File: src/rtl/sprite_pkg.sv
// Shared types and defaults for the sprite blitter and its helpers.
package sprite_pkg;

  typedef enum logic [1:0] {IDLE, FETCH, WRITE, DONE} blit_state_t;

  typedef logic [23:0] rgb_t;

  localparam rgb_t TRANSPARENT_KEY = 24'hFF00FF;

  localparam int unsigned DEFAULT_FB_W = 640;
  localparam int unsigned DEFAULT_FB_H = 480;

endpackage

File: src/rtl/sprite_blitter_if.sv
// Sprite ROM read port plus the framebuffer write handshake.
interface sprite_blitter_if #(
  parameter int unsigned ADDRESS    = 10,
  parameter int unsigned COLOR_BITS = 24,
  parameter int unsigned X_BITS     = 10,
  parameter int unsigned Y_BITS     = 9
) ();

  logic [ADDRESS-1:0]    rom_addr;
  logic [COLOR_BITS-1:0] rom_dout;
  logic                  fb_wr_valid;
  logic                  fb_wr_ready;
  logic [X_BITS-1:0]     fb_wr_x;
  logic [Y_BITS-1:0]     fb_wr_y;
  logic [COLOR_BITS-1:0] fb_wr_data;

  modport master (
    output rom_addr,
    input  rom_dout,
    output fb_wr_valid,
    input  fb_wr_ready,
    output fb_wr_x,
    output fb_wr_y,
    output fb_wr_data
  );

  modport slave (
    input  rom_addr,
    output rom_dout,
    input  fb_wr_valid,
    output fb_wr_ready,
    input  fb_wr_x,
    input  fb_wr_y,
    input  fb_wr_data
  );

endinterface

File: src/rtl/sprite_addr_counter.sv
// Raster-order texel counter: col/row with clear, advance and a last-texel flag.
module sprite_addr_counter #(
  parameter int unsigned ADDRESS = 10,
  parameter int unsigned SPR_W   = 32,
  parameter int unsigned SPR_H   = 32,
  localparam int unsigned CW     = $clog2(SPR_W),
  localparam int unsigned RW     = ADDRESS - CW
) (
  input  logic               clk,
  input  logic               reset,
  input  logic               clear,
  input  logic               advance,
  output logic [CW-1:0]      col,
  output logic [RW-1:0]      row,
  output logic               last,
  output logic [ADDRESS-1:0] rom_addr
);

  logic [CW-1:0] col_q;
  logic [RW-1:0] row_q;
  logic          col_end;

  assign col_end = (col_q == CW'(SPR_W - 1));

  always_ff @(posedge clk or posedge reset) begin
    if (reset) begin
      col_q <= '0;
      row_q <= '0;
    end else if (clear) begin
      col_q <= '0;
      row_q <= '0;
    end else if (advance) begin
      if (col_end) begin
        col_q <= '0;
        row_q <= row_q + 1'b1;
      end else begin
        col_q <= col_q + 1'b1;
      end
    end
  end

  assign col  = col_q;
  assign row  = row_q;
  assign last = col_end && (row_q == RW'(SPR_H - 1));
  // SPR_W is a power of two, so row*SPR_W+col is a plain concatenation.
  assign rom_addr = {row_q, col_q};

endmodule

File: src/rtl/sprite_blitter.sv
// Walks one sprite's texels, drops transparent/off-screen ones and writes the rest to the framebuffer.
module sprite_blitter
  import sprite_pkg::*;
#(
  parameter int unsigned            ADDRESS     = 10,
  parameter int unsigned            COLOR_BITS  = 24,
  parameter int unsigned            SPR_W       = 32,
  parameter int unsigned            SPR_H       = 32,
  parameter int unsigned            FB_W        = DEFAULT_FB_W,
  parameter int unsigned            FB_H        = DEFAULT_FB_H,
  parameter int unsigned            X_BITS      = 10,
  parameter int unsigned            Y_BITS      = 9,
  parameter logic [COLOR_BITS-1:0]  TRANSPARENT = TRANSPARENT_KEY
) (
  input  logic              clk,
  input  logic              reset,
  input  logic              start,
  input  logic [X_BITS-1:0] pos_x,
  input  logic [Y_BITS-1:0] pos_y,
  output logic              busy,
  output logic              done,
  sprite_blitter_if.master  bus
);

  localparam int unsigned CW = $clog2(SPR_W);
  localparam int unsigned RW = ADDRESS - CW;

  blit_state_t           state_q;
  logic [X_BITS-1:0]     px_q;
  logic [Y_BITS-1:0]     py_q;
  logic                  valid_q;
  logic [X_BITS-1:0]     x_q;
  logic [Y_BITS-1:0]     y_q;
  logic [COLOR_BITS-1:0] data_q;
  logic                  busy_q;
  logic                  done_q;

  logic [CW-1:0]         col;
  logic [RW-1:0]         row;
  logic                  last;
  logic                  clear;
  logic                  advance;
  logic [X_BITS:0]       sx;
  logic [Y_BITS:0]       sy;
  logic                  skip;

  // One extra bit so a sprite hanging past the right/bottom edge never wraps on-screen.
  assign sx   = {1'b0, px_q} + (X_BITS + 1)'(col);
  assign sy   = {1'b0, py_q} + (Y_BITS + 1)'(row);
  assign skip = (bus.rom_dout == TRANSPARENT) || (sx >= (X_BITS + 1)'(FB_W)) ||
                (sy >= (Y_BITS + 1)'(FB_H));

  assign clear   = (state_q == IDLE) && start;
  assign advance = ((state_q == FETCH) && skip) || ((state_q == WRITE) && bus.fb_wr_ready);

  sprite_addr_counter #(
    .ADDRESS (ADDRESS),
    .SPR_W   (SPR_W),
    .SPR_H   (SPR_H)
  ) u_counter (
    .clk      (clk),
    .reset    (reset),
    .clear    (clear),
    .advance  (advance),
    .col      (col),
    .row      (row),
    .last     (last),
    .rom_addr (bus.rom_addr)
  );

  always_ff @(posedge clk or posedge reset) begin
    if (reset) begin
      state_q <= IDLE;
      px_q    <= '0;
      py_q    <= '0;
      valid_q <= 1'b0;
      x_q     <= '0;
      y_q     <= '0;
      data_q  <= '0;
      busy_q  <= 1'b0;
      done_q  <= 1'b0;
    end else begin
      unique case (state_q)
        IDLE: begin
          done_q <= 1'b0;
          if (start) begin
            px_q    <= pos_x;
            py_q    <= pos_y;
            busy_q  <= 1'b1;
            state_q <= FETCH;
          end
        end
        FETCH: begin
          data_q <= bus.rom_dout;
          x_q    <= sx[X_BITS-1:0];
          y_q    <= sy[Y_BITS-1:0];
          if (!skip) begin
            valid_q <= 1'b1;
            state_q <= WRITE;
          end else if (last) begin
            done_q  <= 1'b1;
            state_q <= DONE;
          end
        end
        WRITE: begin
          if (bus.fb_wr_ready) begin
            valid_q <= 1'b0;
            if (last) begin
              done_q  <= 1'b1;
              state_q <= DONE;
            end else begin
              state_q <= FETCH;
            end
          end
        end
        DONE: begin
          done_q  <= 1'b0;
          busy_q  <= 1'b0;
          state_q <= IDLE;
        end
        default: state_q <= IDLE;
      endcase
    end
  end

  assign busy            = busy_q;
  assign done            = done_q;
  assign bus.fb_wr_valid = valid_q;
  assign bus.fb_wr_x     = x_q;
  assign bus.fb_wr_y     = y_q;
  assign bus.fb_wr_data  = data_q;

endmodule

File: src/flat_wrapper.sv
// flat-port wrapper written by rule: the top's interface ports become plain ports
module sprite_blitter_flat import sprite_pkg::*;
#(
  parameter int unsigned            ADDRESS     = 10,
  parameter int unsigned            COLOR_BITS  = 24,
  parameter int unsigned            SPR_W       = 32,
  parameter int unsigned            SPR_H       = 32,
  parameter int unsigned            FB_W        = DEFAULT_FB_W,
  parameter int unsigned            FB_H        = DEFAULT_FB_H,
  parameter int unsigned            X_BITS      = 10,
  parameter int unsigned            Y_BITS      = 9,
  parameter logic [COLOR_BITS-1:0]  TRANSPARENT = TRANSPARENT_KEY
)
  (clk, reset, start, pos_x, pos_y, busy, done, bus_rom_addr, bus_rom_dout, bus_fb_wr_valid, bus_fb_wr_ready, bus_fb_wr_x, bus_fb_wr_y, bus_fb_wr_data);
  sprite_blitter_if #(.ADDRESS(ADDRESS), .COLOR_BITS(COLOR_BITS), .X_BITS(X_BITS), .Y_BITS(Y_BITS)) bus_i ();
  input  logic clk;
  input  logic reset;
  input  logic start;
  input  logic [X_BITS-1:0] pos_x;
  input  logic [Y_BITS-1:0] pos_y;
  output logic busy;
  output logic done;
  output wire logic [$bits(bus_i.rom_addr)-1:0] bus_rom_addr;
  input wire logic [$bits(bus_i.rom_dout)-1:0] bus_rom_dout;
  output wire logic [$bits(bus_i.fb_wr_valid)-1:0] bus_fb_wr_valid;
  input wire logic [$bits(bus_i.fb_wr_ready)-1:0] bus_fb_wr_ready;
  output wire logic [$bits(bus_i.fb_wr_x)-1:0] bus_fb_wr_x;
  output wire logic [$bits(bus_i.fb_wr_y)-1:0] bus_fb_wr_y;
  output wire logic [$bits(bus_i.fb_wr_data)-1:0] bus_fb_wr_data;
  assign bus_rom_addr = bus_i.rom_addr;
  assign bus_i.rom_dout = bus_rom_dout;
  assign bus_fb_wr_valid = bus_i.fb_wr_valid;
  assign bus_i.fb_wr_ready = bus_fb_wr_ready;
  assign bus_fb_wr_x = bus_i.fb_wr_x;
  assign bus_fb_wr_y = bus_i.fb_wr_y;
  assign bus_fb_wr_data = bus_i.fb_wr_data;
  sprite_blitter #(.ADDRESS(ADDRESS), .COLOR_BITS(COLOR_BITS), .SPR_W(SPR_W), .SPR_H(SPR_H), .FB_W(FB_W), .FB_H(FB_H), .X_BITS(X_BITS), .Y_BITS(Y_BITS), .TRANSPARENT(TRANSPARENT)) u_core (.clk(clk), .reset(reset), .start(start), .pos_x(pos_x), .pos_y(pos_y), .busy(busy), .done(done), .bus(bus_i));
endmodule
File: config.mk
export PLATFORM = sky130hd
export DESIGN_NAME = sprite_blitter_flat
export DESIGN_NICKNAME = d
export VERILOG_FILES = /design/src/rtl/sprite_pkg.sv /design/src/rtl/sprite_blitter_if.sv /design/src/rtl/sprite_addr_counter.sv /design/src/rtl/sprite_blitter.sv /design/src/flat_wrapper.sv
export SDC_FILE = /design/constraint.sdc
export NUM_CORES = 1
export LEC_CHECK = 0
export ABC_AREA = 1
export ABC_CLOCK_PERIOD_IN_PS = 1900
export BUFFER_PORTS_ARGS = -buffer_cell sky130_fd_sc_hd__buf_2
export CORE_MARGIN = 1.5
export CORE_UTILIZATION = 45
export DETAILED_ROUTE_END_ITERATION = 7
export GPL_TIMING_DRIVEN = 0
export PLACE_DENSITY = 0.72
export SYNTH_ARGS = -nofsm -noshare
export SYNTH_HDL_FRONTEND = slang
export SYNTH_SLANG_ARGS = --single-unit
File: constraint.sdc
create_clock -name clk -period 1.9 [get_ports clk]
set_input_delay 0.095 -clock clk [delete_from_list [all_inputs] [get_ports clk]]
set_output_delay 0.095 -clock clk [all_outputs]
set_load 0.005 [all_outputs]
==> run_results.csv <==
group,metric,value,unit
outcome,outcome,"complete, but fails checks",
outcome,violations,"negative setup slack",
timing,hold_viol,0,
yosys,syn_nets,563,
setup_path,crit_slowest_cell,"dfrtp_1",
setup_path,required,2.12,ns
layout,post-route-util,66.4,%
detailed_routing,avgRoutedWirePerCell,14.1,microns
timing,period_minus_slack,2.23,ns
placement,finalWeightedCongestion,0.872,
pwr,power_frac_comb,46.7,%
timing,holdWs,0.0112,ns
timing,worstMarginPinSlew,0.534,ns
timing,fin_crit_sh,117,%
yosys,synth_top_area_cell,"dfrtp_1",
floorplanning,ioPinCount,103,
cts,clkTransAtPathRegs,0.08,ns
floorplanning,fp.dieArea,0.00935,sq mm
setup_path,crit_top_cell,"nand2_1",
floorplanning,start_util,47.4,%
setup_path,cp_num_buf_inv,3,
timing,rsz0062_at_grt,"yes",
floorplanning,rows,33,
yosys,ys_seq_area_share,48.8,%
setup_path,cp_top_family,"simple AND/OR/NAND/NOR gates",
detailed_routing,wl_met1,4.78,mm
flow_run,drv_cap,0,
yosys,mappedNetlistArea,0.00395,sq mm
cts,clk_latency,0.35,ns
detailed_routing,drc_errors,0,
detailed_routing,drt-pass1-iter-count,5,
pwr,power_frac_clock,17.8,%
setup_path,critical_path.max_fanout,3,
detailed_routing,drt-total-wl,10.9,mm
detailed_routing,final_antenna_net_count,0,
pwr,power.density,1460,mW/mm^2
setup_path,critPathLaunchType,"flip-flop",
cts,cts_made_buffers,9,
floorplanning,die-height,96.7,microns
detailed_routing,highest_layer,"met4",
detailed_routing,num_vias,3953,
timing,worst_clock_skew,0.00727,ns
yosys,syn-instance-count,496,
detailed_routing,wl_met3,639,microns
cts,ctsHtreeMaxLevel,3,
floorplanning,core-area,0.00834,sq mm
layout,drive_gt1_share,28.2,%
cts,cts-root-buf,"clkbuf_8",
yosys,yosysUniqueCellTypes,24,
floorplanning,die_x,96.7,microns
setup_path,crit_chain,"ha_2 > inv_2 > fa_2 > inv_2 > nand2_2 > nand2_2 > nand3_2 > nand2_1 > nand2_1 > nand2_1 > nand2_1 > nand2_2 > nand3_4 > buf_4 > nand3_2 > nand2_2 > nand2_1 > o21ai_0",
yosys,synth_seq_cells,77,
layout,nets,735,
layout,stdcell_count,778,
cts,clkSinkCount,77,
layout,post-route-cell-area,0.00554,sq mm
placement,io_buffers,102,
setup_path,end_kind,"flip-flop",
setup_path,worst-setup-path-type,"reg2reg",
global_route,grt_pass1_vias,3776,
cts,cts_tree,"yes",
setup_path,slowest_delay,0.38,ns
placement,hpwl,7.56,mm
detailed_routing,via_per_inst,5.08,
setup_path,worstPathArrival,2.45,ns
timing,layout_setup_ws,-0.327,ns
pwr,peakVddDrop,0.000814,V
pwr,p_leak,0.00298,uW
global_route,grt_usage,23.3,%
timing,setup_viol,36,
detailed_routing,initialDrtViolationCount,177,
timing,final_max_slew_viol_count,0,
global_route,grt_start_max_net_pins,35,
hold_path,hp-class,"in2reg",
global_route,grt_pass1_wl,17.9,mm
yosys,synth_top_area_share,48.8,%
placement,dpl.cell_count,705,
global_route,grt_overflow,0,
pwr,switching_share,40.9,%
global_route,antenna_found_initial,0,
pwr,p_int,4780,uW
cts,cts_max_path_buffers,2,
timing,slew_headroom,64.4,%
pwr,power_frac_seq,35.5,%
pwr,finalPower,8090,uW
yosys,synth.area.top_cells,"dfrtp_1 49%, nand2_1 18%, ha_1 5.7%",
placement,placed_cell_area,0.00466,sq mm
detailed_routing,wl_met2,5.31,mm
timing,max_freq,449,MHz
pwr,p_sw,3300,uW
yosys,avgSynthCellArea,7.96,sq um
yosys,yosys_warnings,0,
layout,antenna-diode-count,0,
layout,area.growth.synth_to_final,40.3,%
## cell families after synthesis
group | after synthesis | synth area share (%)
AO/OA/AOI/OAI | 60 | 7.73
XOR/XNOR | 7 | 1.55
adder cells (fa/ha/maj) | 20 | 6.72
buffers and inverters | 66 | 6.27
flip-flops | 77 | 48.8
AND/OR/NAND/NOR | 266 | 29.0
## per-layer routing
metal	global-route usage, %	up-vias
li1	-	1933
met1	30.6	1849
met2	38.5	154
met3	4.26	17
met4	8.81	0
met5	0	-
## state kept, by name, indices dropped and copies added (netlist names)
signal                  flops
u_core.state_q              2
u_core.u_counter.col        5
u_core.busy                 1
u_core.bus.fb_wr_valid      1
u_core.bus.fb_wr_data      24
u_core.bus.fb_wr_y          9
u_core.u_counter.row        5
u_core.py_q                 9
u_core.bus.fb_wr_x         10
u_core.px_q                10
u_core.done                 1
## per-stage QoR
| stage | setup WS (ns) | setup TNS [ns] |
|---|---|---|
| global route | -0.468 | -11.58 |
| detailed placement | -0.476 | -6.93 |
| global placement | -0.427 | -5.34 |
| floorplan | -0.193 | -2.10 |
| CTS | -0.276 | -4.31 |
| finish | -0.327 | -5.49 |
## final cells by class
class | count | area (sq um)
inverters | 53 | 203
repair buffers | 160 | 1060
flip-flops and latches | 77 | 1930
fillers | 701 | 2800
clock inverters | 5 | 81.3
multi-input cells | 354 | 1920
well taps | 105 | 131
clock buffers | 11 | 151
plain buffers | 13 | 58.8
## power groups by stage
stage               clock (uW)  combinational (uW)  sequential, uW
floorplan                    0                1930            2840
CTS                       1460                3590            2840
finish                    1440                3780            2870
global placement             0                3050            2830
global route              1530                4250            2960
detailed placement           0                3150            2860
## cell usage after synthesis
| cell | count |
|---|---|
| a21oi_1 | 11 |
| a31oi_1 | 4 |
| clkbuf_1 | 13 |
| clkinv_1 | 1 |
| dfrtp_1 | 77 |
| fa_1 | 2 |
| ha_1 | 18 |
| inv_1 | 52 |
| nand2_1 | 190 |
| nand2_2 | 4 |
| nand2_4 | 2 |
| nand3_1 | 27 |
| nand3_2 | 1 |
| nand3_4 | 2 |
| nand4_1 | 11 |
| nor2_1 | 16 |
| nor2_2 | 2 |
| nor3_1 | 7 |
| nor3b_1 | 1 |
| o21ai_0 | 41 |
| o21ai_1 | 4 |
| or2_2 | 3 |
| xnor2_1 | 1 |
| xor2_1 | 6 |
## cell usage in the layout (no fill, tap or decap), types with 2 or more instances in the layout
| master | n |
|---|---|
| xor2_1 | 6 |
| inv_2 | 2 |
| inv_1 | 49 |
| clkbuf_1 | 7 |
| fa_2 | 2 |
| or2_2 | 3 |
| nand2_2 | 10 |
| clkbuf_8 | 11 |
| nand4_1 | 11 |
| nand3_4 | 2 |
| nand2_1 | 183 |
| nand3_1 | 24 |
| dfrtp_2 | 2 |
| dlygate4sd3_1 | 36 |
| dfrtp_1 | 75 |
| ha_4 | 5 |
| nor2_1 | 16 |
| a21oi_1 | 7 |
| o21ai_1 | 5 |
| o21ai_2 | 2 |
| o21ai_0 | 38 |
| nand2_4 | 2 |
| bufinv_16 | 2 |
| nor2_2 | 2 |
| buf_4 | 20 |
| clkinvlp_4 | 2 |
| nand3_2 | 5 |
| buf_12 | 2 |
| buf_2 | 102 |
| a21oi_2 | 4 |
| a31oi_1 | 4 |
| nor3_1 | 7 |
| clkbuf_2 | 5 |
| ha_1 | 12 |
## final timing paths
path | from | cells past startpoint | slack [ns] | to
max | u_core.px_q[0] | 18 | -0.33 | u_core.state_q[1]
min | bus_rom_dout[15] | 3 | 0.01 | u_core.bus.fb_wr_data[15]
max reg2reg | u_core.px_q[0] | 18 | -0.33 | u_core.state_q[1]
min reg2reg | u_core.bus.fb_wr_y[0] | 2 | 0.48 | u_core.bus.fb_wr_y[0]
max in group asynchronous | reset | 5 | 0.84 | u_core.u_counter.row[0]
min in group asynchronous | reset | 3 | 0.31 | u_core.bus.fb_wr_x[6]
## worst min-delay path: stages
cell     delay (ns)
buf_2          0.09
inv_1          0.06
o21ai_0        0.07
## what timing repair did
action | 4_1_cts | 5_1_grt
pin swaps | 14 | 0
setup buffers | 15 | 5
endpoints found under the hold margin | 54 | 0
gates resized for setup | 17 | 20
hold buffers | 36 | 0
gates cloned | 1 | 0
setup endpoints to repair | 35 | 66
(Power assumes the default switching activity.)
